==> src/rtl/btn_bank.sv <==
// btn_bank: per-channel 2-flop synchronizer, debouncer FSM, press/release pulses and toggle.
// Long-press detection (long_o) is built only when BTN_BANK_LONG_PRESS_EN is defined.
module btn_bank #(
  parameter int N_BTN           = 5,
  parameter int DEBOUNCE_CYCLES = 1_000_000,
  parameter int LONG_CYCLES     = 50_000_000,
  parameter bit ACTIVE_LOW      = 1'b0
) (
  input  logic             clk_i,
  input  logic             rst_n_i,
  input  logic [N_BTN-1:0] btn_i,
  input  logic [N_BTN-1:0] toggle_clr_i,
  output logic [N_BTN-1:0] level_o,
  output logic [N_BTN-1:0] pressed_o,
  output logic [N_BTN-1:0] released_o,
  output logic [N_BTN-1:0] long_o,
  output logic [N_BTN-1:0] toggle_o
);

`ifdef BTN_BANK_LONG_PRESS_EN
  localparam int CNT_MAX = (LONG_CYCLES > DEBOUNCE_CYCLES) ? LONG_CYCLES : DEBOUNCE_CYCLES;
`else
  localparam int CNT_MAX = DEBOUNCE_CYCLES;
`endif
  localparam int CNT_W = $clog2(CNT_MAX);
  localparam logic [CNT_W-1:0] DEB_LAST = CNT_W'(DEBOUNCE_CYCLES - 1);
  localparam logic [CNT_W-1:0] CNT_ONE  = CNT_W'(1);

  localparam logic [1:0] IDLE       = 2'd0;
  localparam logic [1:0] PRESS_WAIT = 2'd1;
  localparam logic [1:0] HELD       = 2'd2;
  localparam logic [1:0] REL_WAIT   = 2'd3;

  logic [N_BTN-1:0] sync1_r;
  logic [N_BTN-1:0] sync2_r;
  logic [N_BTN-1:0] lvl_s;

  // Two-stage synchronizer for the raw asynchronous inputs
  always_ff @(posedge clk_i or negedge rst_n_i) begin
    if (!rst_n_i) begin
      sync1_r <= '0;
      sync2_r <= '0;
    end else begin
      sync1_r <= btn_i;
      sync2_r <= sync1_r;
    end
  end

  assign lvl_s = sync2_r ^ {N_BTN{ACTIVE_LOW}};

`ifdef BTN_BANK_LONG_PRESS_EN
  localparam logic [CNT_W-1:0] LONG_LAST = CNT_W'(LONG_CYCLES - 1);
`else
  // LONG_CYCLES has no effect in this build; long_o is tied low
  localparam logic LONG_TIE = 1'b0 & (LONG_CYCLES > DEBOUNCE_CYCLES);
`endif

  for (genvar g = 0; g < N_BTN; g++) begin : g_ch
    logic [1:0]       state_r;
    logic [CNT_W-1:0] cnt_r;
    logic             level_r;
    logic             pressed_r;
    logic             released_r;
    logic             toggle_r;
    logic             press_s;

    assign press_s = (state_r == PRESS_WAIT) && lvl_s[g] && (cnt_r == DEB_LAST);

    // Debounce FSM: a new level must hold DEBOUNCE_CYCLES samples in a wait state
    always_ff @(posedge clk_i or negedge rst_n_i) begin
      if (!rst_n_i) begin
        state_r    <= IDLE;
        cnt_r      <= '0;
        level_r    <= 1'b0;
        pressed_r  <= 1'b0;
        released_r <= 1'b0;
      end else begin
        pressed_r  <= 1'b0;
        released_r <= 1'b0;
        case (state_r)
          IDLE: begin
            cnt_r <= '0;
            if (lvl_s[g]) begin
              state_r <= PRESS_WAIT;
            end else begin
              state_r <= IDLE;
            end
          end
          PRESS_WAIT: begin
            if (!lvl_s[g]) begin
              state_r <= IDLE;
              cnt_r   <= '0;
            end else if (cnt_r == DEB_LAST) begin
              state_r   <= HELD;
              level_r   <= 1'b1;
              pressed_r <= 1'b1;
            end else begin
              cnt_r <= cnt_r + CNT_ONE;
            end
          end
          HELD: begin
            cnt_r <= '0;
            if (!lvl_s[g]) begin
              state_r <= REL_WAIT;
            end else begin
              state_r <= HELD;
            end
          end
          REL_WAIT: begin
            if (lvl_s[g]) begin
              state_r <= HELD;
              cnt_r   <= '0;
            end else if (cnt_r == DEB_LAST) begin
              state_r    <= IDLE;
              cnt_r      <= '0;
              level_r    <= 1'b0;
              released_r <= 1'b1;
            end else begin
              cnt_r <= cnt_r + CNT_ONE;
            end
          end
          default: begin
            state_r <= IDLE;
            cnt_r   <= '0;
          end
        endcase
      end
    end

    // Clear wins over a flip in the same cycle
    always_ff @(posedge clk_i or negedge rst_n_i) begin
      if (!rst_n_i) begin
        toggle_r <= 1'b0;
      end else if (toggle_clr_i[g]) begin
        toggle_r <= 1'b0;
      end else if (press_s) begin
        toggle_r <= ~toggle_r;
      end else begin
        toggle_r <= toggle_r;
      end
    end

    assign level_o[g]    = level_r;
    assign pressed_o[g]  = pressed_r;
    assign released_o[g] = released_r;
    assign toggle_o[g]   = toggle_r;

`ifdef BTN_BANK_LONG_PRESS_EN
    logic [CNT_W-1:0] lcnt_r;
    logic             done_r;
    logic             long_r;

    // Long-press count runs only while HELD and pressed, so it freezes in REL_WAIT
    always_ff @(posedge clk_i or negedge rst_n_i) begin
      if (!rst_n_i) begin
        lcnt_r <= '0;
        done_r <= 1'b0;
        long_r <= 1'b0;
      end else begin
        long_r <= 1'b0;
        if (press_s) begin
          lcnt_r <= '0;
          done_r <= 1'b0;
        end else if ((state_r == HELD) && lvl_s[g]) begin
          if (lcnt_r == LONG_LAST) begin
            if (!done_r) begin
              long_r <= 1'b1;
              done_r <= 1'b1;
            end else begin
              done_r <= 1'b1;
            end
          end else begin
            lcnt_r <= lcnt_r + CNT_ONE;
          end
        end else begin
          lcnt_r <= lcnt_r;
        end
      end
    end

    assign long_o[g] = long_r;
`else
    assign long_o[g] = LONG_TIE;
`endif
  end

endmodule

==> config.mk <==
export PLATFORM = sky130hd
export DESIGN_NAME = btn_bank
export DESIGN_NICKNAME = d
export VERILOG_FILES = /design/src/rtl/btn_bank.sv
export SDC_FILE = /design/constraint.sdc
export NUM_CORES = 1
export LEC_CHECK = 0
export CORE_MARGIN = 1
export CORE_UTILIZATION = 54
export DETAILED_ROUTE_END_ITERATION = 16
export GPL_TIMING_DRIVEN = 0
export PLACE_DENSITY = 0.81
export SYNTH_ARGS = -nofsm -noshare
export SYNTH_HDL_FRONTEND = slang
export SYNTH_SLANG_ARGS = --single-unit
==> constraint.sdc <==
create_clock -name clk_i -period 2 [get_ports clk_i]
set_input_delay 0.6 -clock clk_i [delete_from_list [all_inputs] [get_ports clk_i]]
set_output_delay 0.6 -clock clk_i [all_outputs]
set_load 0.05 [all_outputs]
After elaboration in Yosys (flattened, before gate mapping):

Index checks and enable logic that the tools add are counted.

* bits in registers: 140
* input port bits: 12
* output and inout port bits: 25

* muxes and demuxes: 120
* equal/unequal tests: 55
* add/sub/neg operators: 5
* reductions and logical operators: 40
* bitwise logic cells: 5

Operators with widths (count)
* 20-bit two-way mux: 20
* 20-bit case mux with 3 select lines: 5
* 20-bit by 1-bit adder with 20-bit output (second input constant): 5
* 20-bit == test (second input constant): 5
* 1-bit two-way mux: 65
* 2-bit two-way mux: 20
* 2-bit case mux with 4 select lines: 5
* 2-bit != test (second input constant): 15
* 3-bit != test (second input constant): 10
* 5-bit AND reduction: 5
* 2-bit == test (second input constant): 10
* 2-bit nonzero test: 10
* 3-bit by 2-bit != test with 1-bit output (second input constant): 5
* 2-bit by 1-bit == test with 1-bit output (second input constant): 5
* 1-bit logical AND: 10
* 2-bit zero test: 5
* 2-bit by 1-bit != test with 1-bit output (second input constant): 5
* 1-bit case mux with 2 select lines: 5
* 2-bit AND reduction: 5
* 2-bit OR reduction: 5
* 1-bit NOT: 5

Depth between registers and ports, before layout:

Gate-level depths: netlist of run 1.

* depth in word-level cells: 5
* gate-level depth with buffers: 8
* depth with buffers taken out: 6

Least setup slack after synthesis of run 1:

No wires, ideal clock.

* path type: register -> register
* start point: reg g_ch[0].cnt_r[10]
* end point: reg g_ch[0].cnt_r[9]
* cell stages (with the launch flop): 8
* required time: 1.931 ns
* clock period less this slack: 2.242 ns
* setup slack: -0.242 ns
* path buffers: 2
* library setup time: 0.069 ns
* arrival time: 2.173 ns
* cell sequence: dfrtp_1 or4b_1 or4_4 or3_1 buf_6 and2_1 buf_6 nor2_2

* longest elaborated chain between the ends: 4
* elaborated cells on any way between the ends: 5

RTL lines
* start: declaration: RTL line 60 `logic [CNT_W-1:0] cnt_r;`
* start signal: assignment: RTL line 98 `cnt_r <= cnt_r + CNT_ONE;`
* start signal: assignment: RTL line 119 `cnt_r <= cnt_r + CNT_ONE;`
* 20-bit == test *: RTL line 93, 113
* 20-bit two-way mux: RTL line 113 `end else if (cnt_r == DEB_LAST) begin`
* 20-bit two-way mux: RTL line 110 `if (lvl_s[g]) begin`
* 20-bit case mux with 3 select lines: RTL line 80 `case (state_r)`

Mark *: on every way between the ends. The rest lies on a longest branch, timed or not.
A chain may end at the register's enable or synchronous reset.

Worst setup path in the final report of run 1:

* start point: reg g_ch[0].cnt_r[15]
* end point: reg g_ch[0].toggle_r

* longest elaborated chain between the ends: 3

RTL lines
* 20-bit == test: RTL line 67 `assign press_s = (state_r == PRESS_WAIT) && lvl_s[g] && (cnt_r == DEB_LAST);`
* 1-bit logical AND: RTL line 67
* 2-bit nonzero test (no line)
* end signal: assignment: RTL line 137 `toggle_r <= ~toggle_r;`
* end signal: assignment: RTL line 139 `toggle_r <= toggle_r;`
* end: declaration: RTL line 64 `logic toggle_r;`

No other way between the ends.

==> results of run 1 <==
worst paths after layout:
check / from / to / slack [ns] / cells past startpoint
max: g_ch[0].cnt_r[15] / g_ch[0].toggle_r / -0.18 / 6
min: rst_n_i / sync1_r[4] / 0.06 / 1
max reg2reg: g_ch[0].cnt_r[15] / g_ch[0].toggle_r / -0.18 / 6
min reg2reg: sync1_r[4] / lvl_s[4] / 0.35 / 0
max in group asynchronous: rst_n_i / g_ch[4].cnt_r[12] / 1.08 / 2
min in group clk_i: sync1_r[4] / lvl_s[4] / 0.35 / 0
sequential cells by signal, indices dropped and copies added (netlist names), named ones only:
signal           count
g_ch.cnt_r         100
g_ch.level_r         5
g_ch.pressed_r       5
g_ch.released_r      5
g_ch.state_r         5
g_ch.toggle_r        5
lvl_s                5
sync1_r              5
through the flow:
step	hold slack [ns]	cell area (um^2)	total power, mW	cells	utilization (%)
2_1_floorplan	0.304	6840	3.02	682	-
3_3_place_gp	0.336	7360	3.12	881	60.5
3_5_place_dp	0.336	7390	3.13	882	60.8
4_1_cts	0.0754	8260	6.40	931	67.9
5_1_grt	0.0814	8410	6.56	939	69.2
6_report	0.0649	8410	6.37	939	69.2
routing by layer:
| metal | part of all wire [%] | track usage [%] | vias to the layer above |
|---|---|---|---|
| met3 | 4.2 | 5.61 | 34 |
| li1 | - | - | 2501 |
| met2 | 51 | 39.1 | 134 |
| met4 | 1.7 | 8.92 | 0 |
| met1 | 43 | 28.4 | 2644 |
| met5 | 0 | 0 | - |
kinds of logic (layout without fill, tap and decap cells):
logic type / after synthesis / after routing / share of synthesized area [%]
and+or+nand+nor: 323 / 323 / 24.9
DFF: 140 / 140 / 51.5
xor gates and xnor gates: 92 / 92 / 11.8
AOI/OAI and AO/OA: 56 / 56 / 4.98
buffers and inverters: 53 / 142 / 4.54
muxes: 8 / 8 / 1.25
adders and majority gates: 5 / 5 / 0.919
other: 1 / 5 / 0.0551
power by group:
part           switching (mW)  internal (mW)  leakage (nW)
combinational           0.146         0.0791          1.44
sequential             0.0298           2.86          1.91
clock                    1.17           2.09         0.306
synthesized netlist by cell type, types with 2 or more instances:
| cell | n |
|---|---|
| a21oi_1 | 8 |
| a31oi_1 | 4 |
| and2_1 | 12 |
| and3_1 | 17 |
| and4_1 | 11 |
| buf_4 | 25 |
| buf_6 | 2 |
| clkbuf_1 | 7 |
| dfrtp_1 | 140 |
| ha_1 | 5 |
| inv_1 | 18 |
| mux2_2 | 4 |
| mux2i_1 | 4 |
| nand2_1 | 47 |
| nand2b_1 | 2 |
| nand3_1 | 38 |
| nand4_1 | 34 |
| nand4b_1 | 2 |
| nor2_1 | 85 |
| nor2_2 | 6 |
| nor2b_1 | 5 |
| nor3_1 | 26 |
| nor3b_1 | 3 |
| nor4_1 | 8 |
| nor4b_1 | 6 |
| o21ai_0 | 29 |
| o221ai_1 | 2 |
| o2bb2ai_1 | 3 |
| o31ai_1 | 2 |
| or3_1 | 7 |
| or4_1 | 4 |
| xnor2_1 | 40 |
| xor2_1 | 52 |
layout make-up:
class                           instances  area, um^2  share of cell area, %
Sequential cell                       140        3510                   41.7
Tap cell                              168         210                   2.50
Buffer                                 32         244                   2.90
Timing Repair Buffer                   60         526                   6.25
Clock buffer                           22         484                   5.75
Multi-Input combinational cell        489        3240                   38.5
Clock inverter                         10         135                   1.61
Inverter                               18        67.6                  0.803
repair_timing:
action,in CTS,in global routing
pin swaps,18,12
resized for setup,77,38
hold buffers,0,0
hold endpoints to repair,0,0
setup buffers,19,8
cloned,1,0
setup endpoints to repair,111,104
==> summary.md, run 1 <==
| Metric | Value |
|---|---|
| Status | finished, violations left |
| Failing checks | negative setup slack |
| RD Place Congestion | 0.843 |
| # DRC | 0 |
| Grt ovf | 0 |
| Share of post-route cells with drive strength above 1 | 21.3% |
| Worst endpoint data arrival time | 2.53 ns |
| Clock sinks | 140 |
| Clock tree buffer depth | 2 |
| Final worst slack | -0.175 ns |
| Diode count | 0 |
| Initial DRC Count | 292 |
| Fillers | 830 |
| Drt pass-1 iters | 5 |
| Layout Skew | 0.00690 ns |
| Die extent in y | 114 um |
| Crit end category | flop |
| Pwr Density | 757 nW/um^2 |
| CTS tree | built |
| Worst slew pin tran | 0.654 ns |
| Final worst-path cycle share | 109% |
| Root Buffer | clkbuf_16 |
| Slowest-stage cell, CP | or4b_1 |
| Largest net degree at the start of global routing | 107 |
| Leading cell type in the layout, fill and taps excluded | dfrtp_1 |
| Largest area contributor in the netlist | dfrtp_1 |
| Most frequent cells in the layout | 133 x dfrtp_1, 77 x nor2_1, 52 x xor2_1, 52 x buf_4, 45 x nand2_1 |
| Critical Path RT | 2.35 ns |
| Width of the die | 114 um |
| Routed Wire Length | 14.4 mm |
| Setup crit start kind | flop |
| Dpl hpwl | 8.59 mm |
| Register area share after synthesis | 51.5% |
| Post-route minimum period | 2.18 ns |
| Worst hold path type | in2async |
| Routed vias | 5,313 |
| Highest Clock Rate | 460 MHz |
| Cell family with most CP delay | simple AND/OR/NAND/NOR gates |
| Worst-Skew Late Latency | 0.42 ns |
| Vias in the first global route | 5,231 |
| Max VDD drop | 0.675 mV |
| Post-route ant nets | 0 |
| Mapped cell area | 6810 um^2 |
| CTS Buf Count | 17 |
| Post-synth EDFFs | 0 |
| Crit path max fanout | 5 |
| Overall routing resource usage | 23.0% |
| Max-cap violation count | 0 |
| PortBufs | 31 |
| Top FF cell, synth | dfrtp_1 |
| Type of the worst setup path | reg2reg |
| Initial cell density of the core | 56.0% |
| Fin nets | 775 |
| Via density | 5.66 |
| Mean area per synthesized cell | 10.0 um^2 |
| Initial antenna violation count | 0 |
| Synth cell types | 53 |
| Core box area | 12,200 um^2 |
| Setup TNS | -2.18 ns |
| Slew Viols, Final | 0 |
| Final setup vio count | 23 |
| Yosys warning count | 0 |
| # IOs | 37 |
| First-pass GRT wire length | 23.5 mm |
| Critical path, cell by cell | or4b_1, or4_4, or3_4, buf_6, xor2_1, nor2_1 |
| RSZ-0062 raised after global routing | yes |
| Final hold violations | 0 |
| Die area | 13,100 um^2 |
| Area Overhead vs Synth | 23.6% |
| Crit path buffers/inverters | 1 |
| Rows | 40 |
| P_leak | 3.65 nW |
| Slowest stage delay, CP | 0.52 ns |
| CTS clk-pin slew, worst paths | 0.06 ns |
| Synth top area cells | dfrtp_1 51%, xor2_1 6.7%, xnor2_1 5.1% |
| CTS HTree Levels | 4 |
| Post-synth ARST share | 100% |
| Setup WS pre-CTS | -0.397 ns |
| Synth top area share | 51.5% |
| Slew HR | 56.1% |
| Seq cells post-synth | 140 |
| Synth Instances | 678 |
| DR WL/cell | 15.3 um |
No activity file was read; power rests on OpenSTA's default activity.
==> inputs of run 2 (changes only) <==
Settings changed: ABC_AREA set to 0.
==> results of run 2 <==
No change in the layout: final DEF, timing and power equal those of run 1.
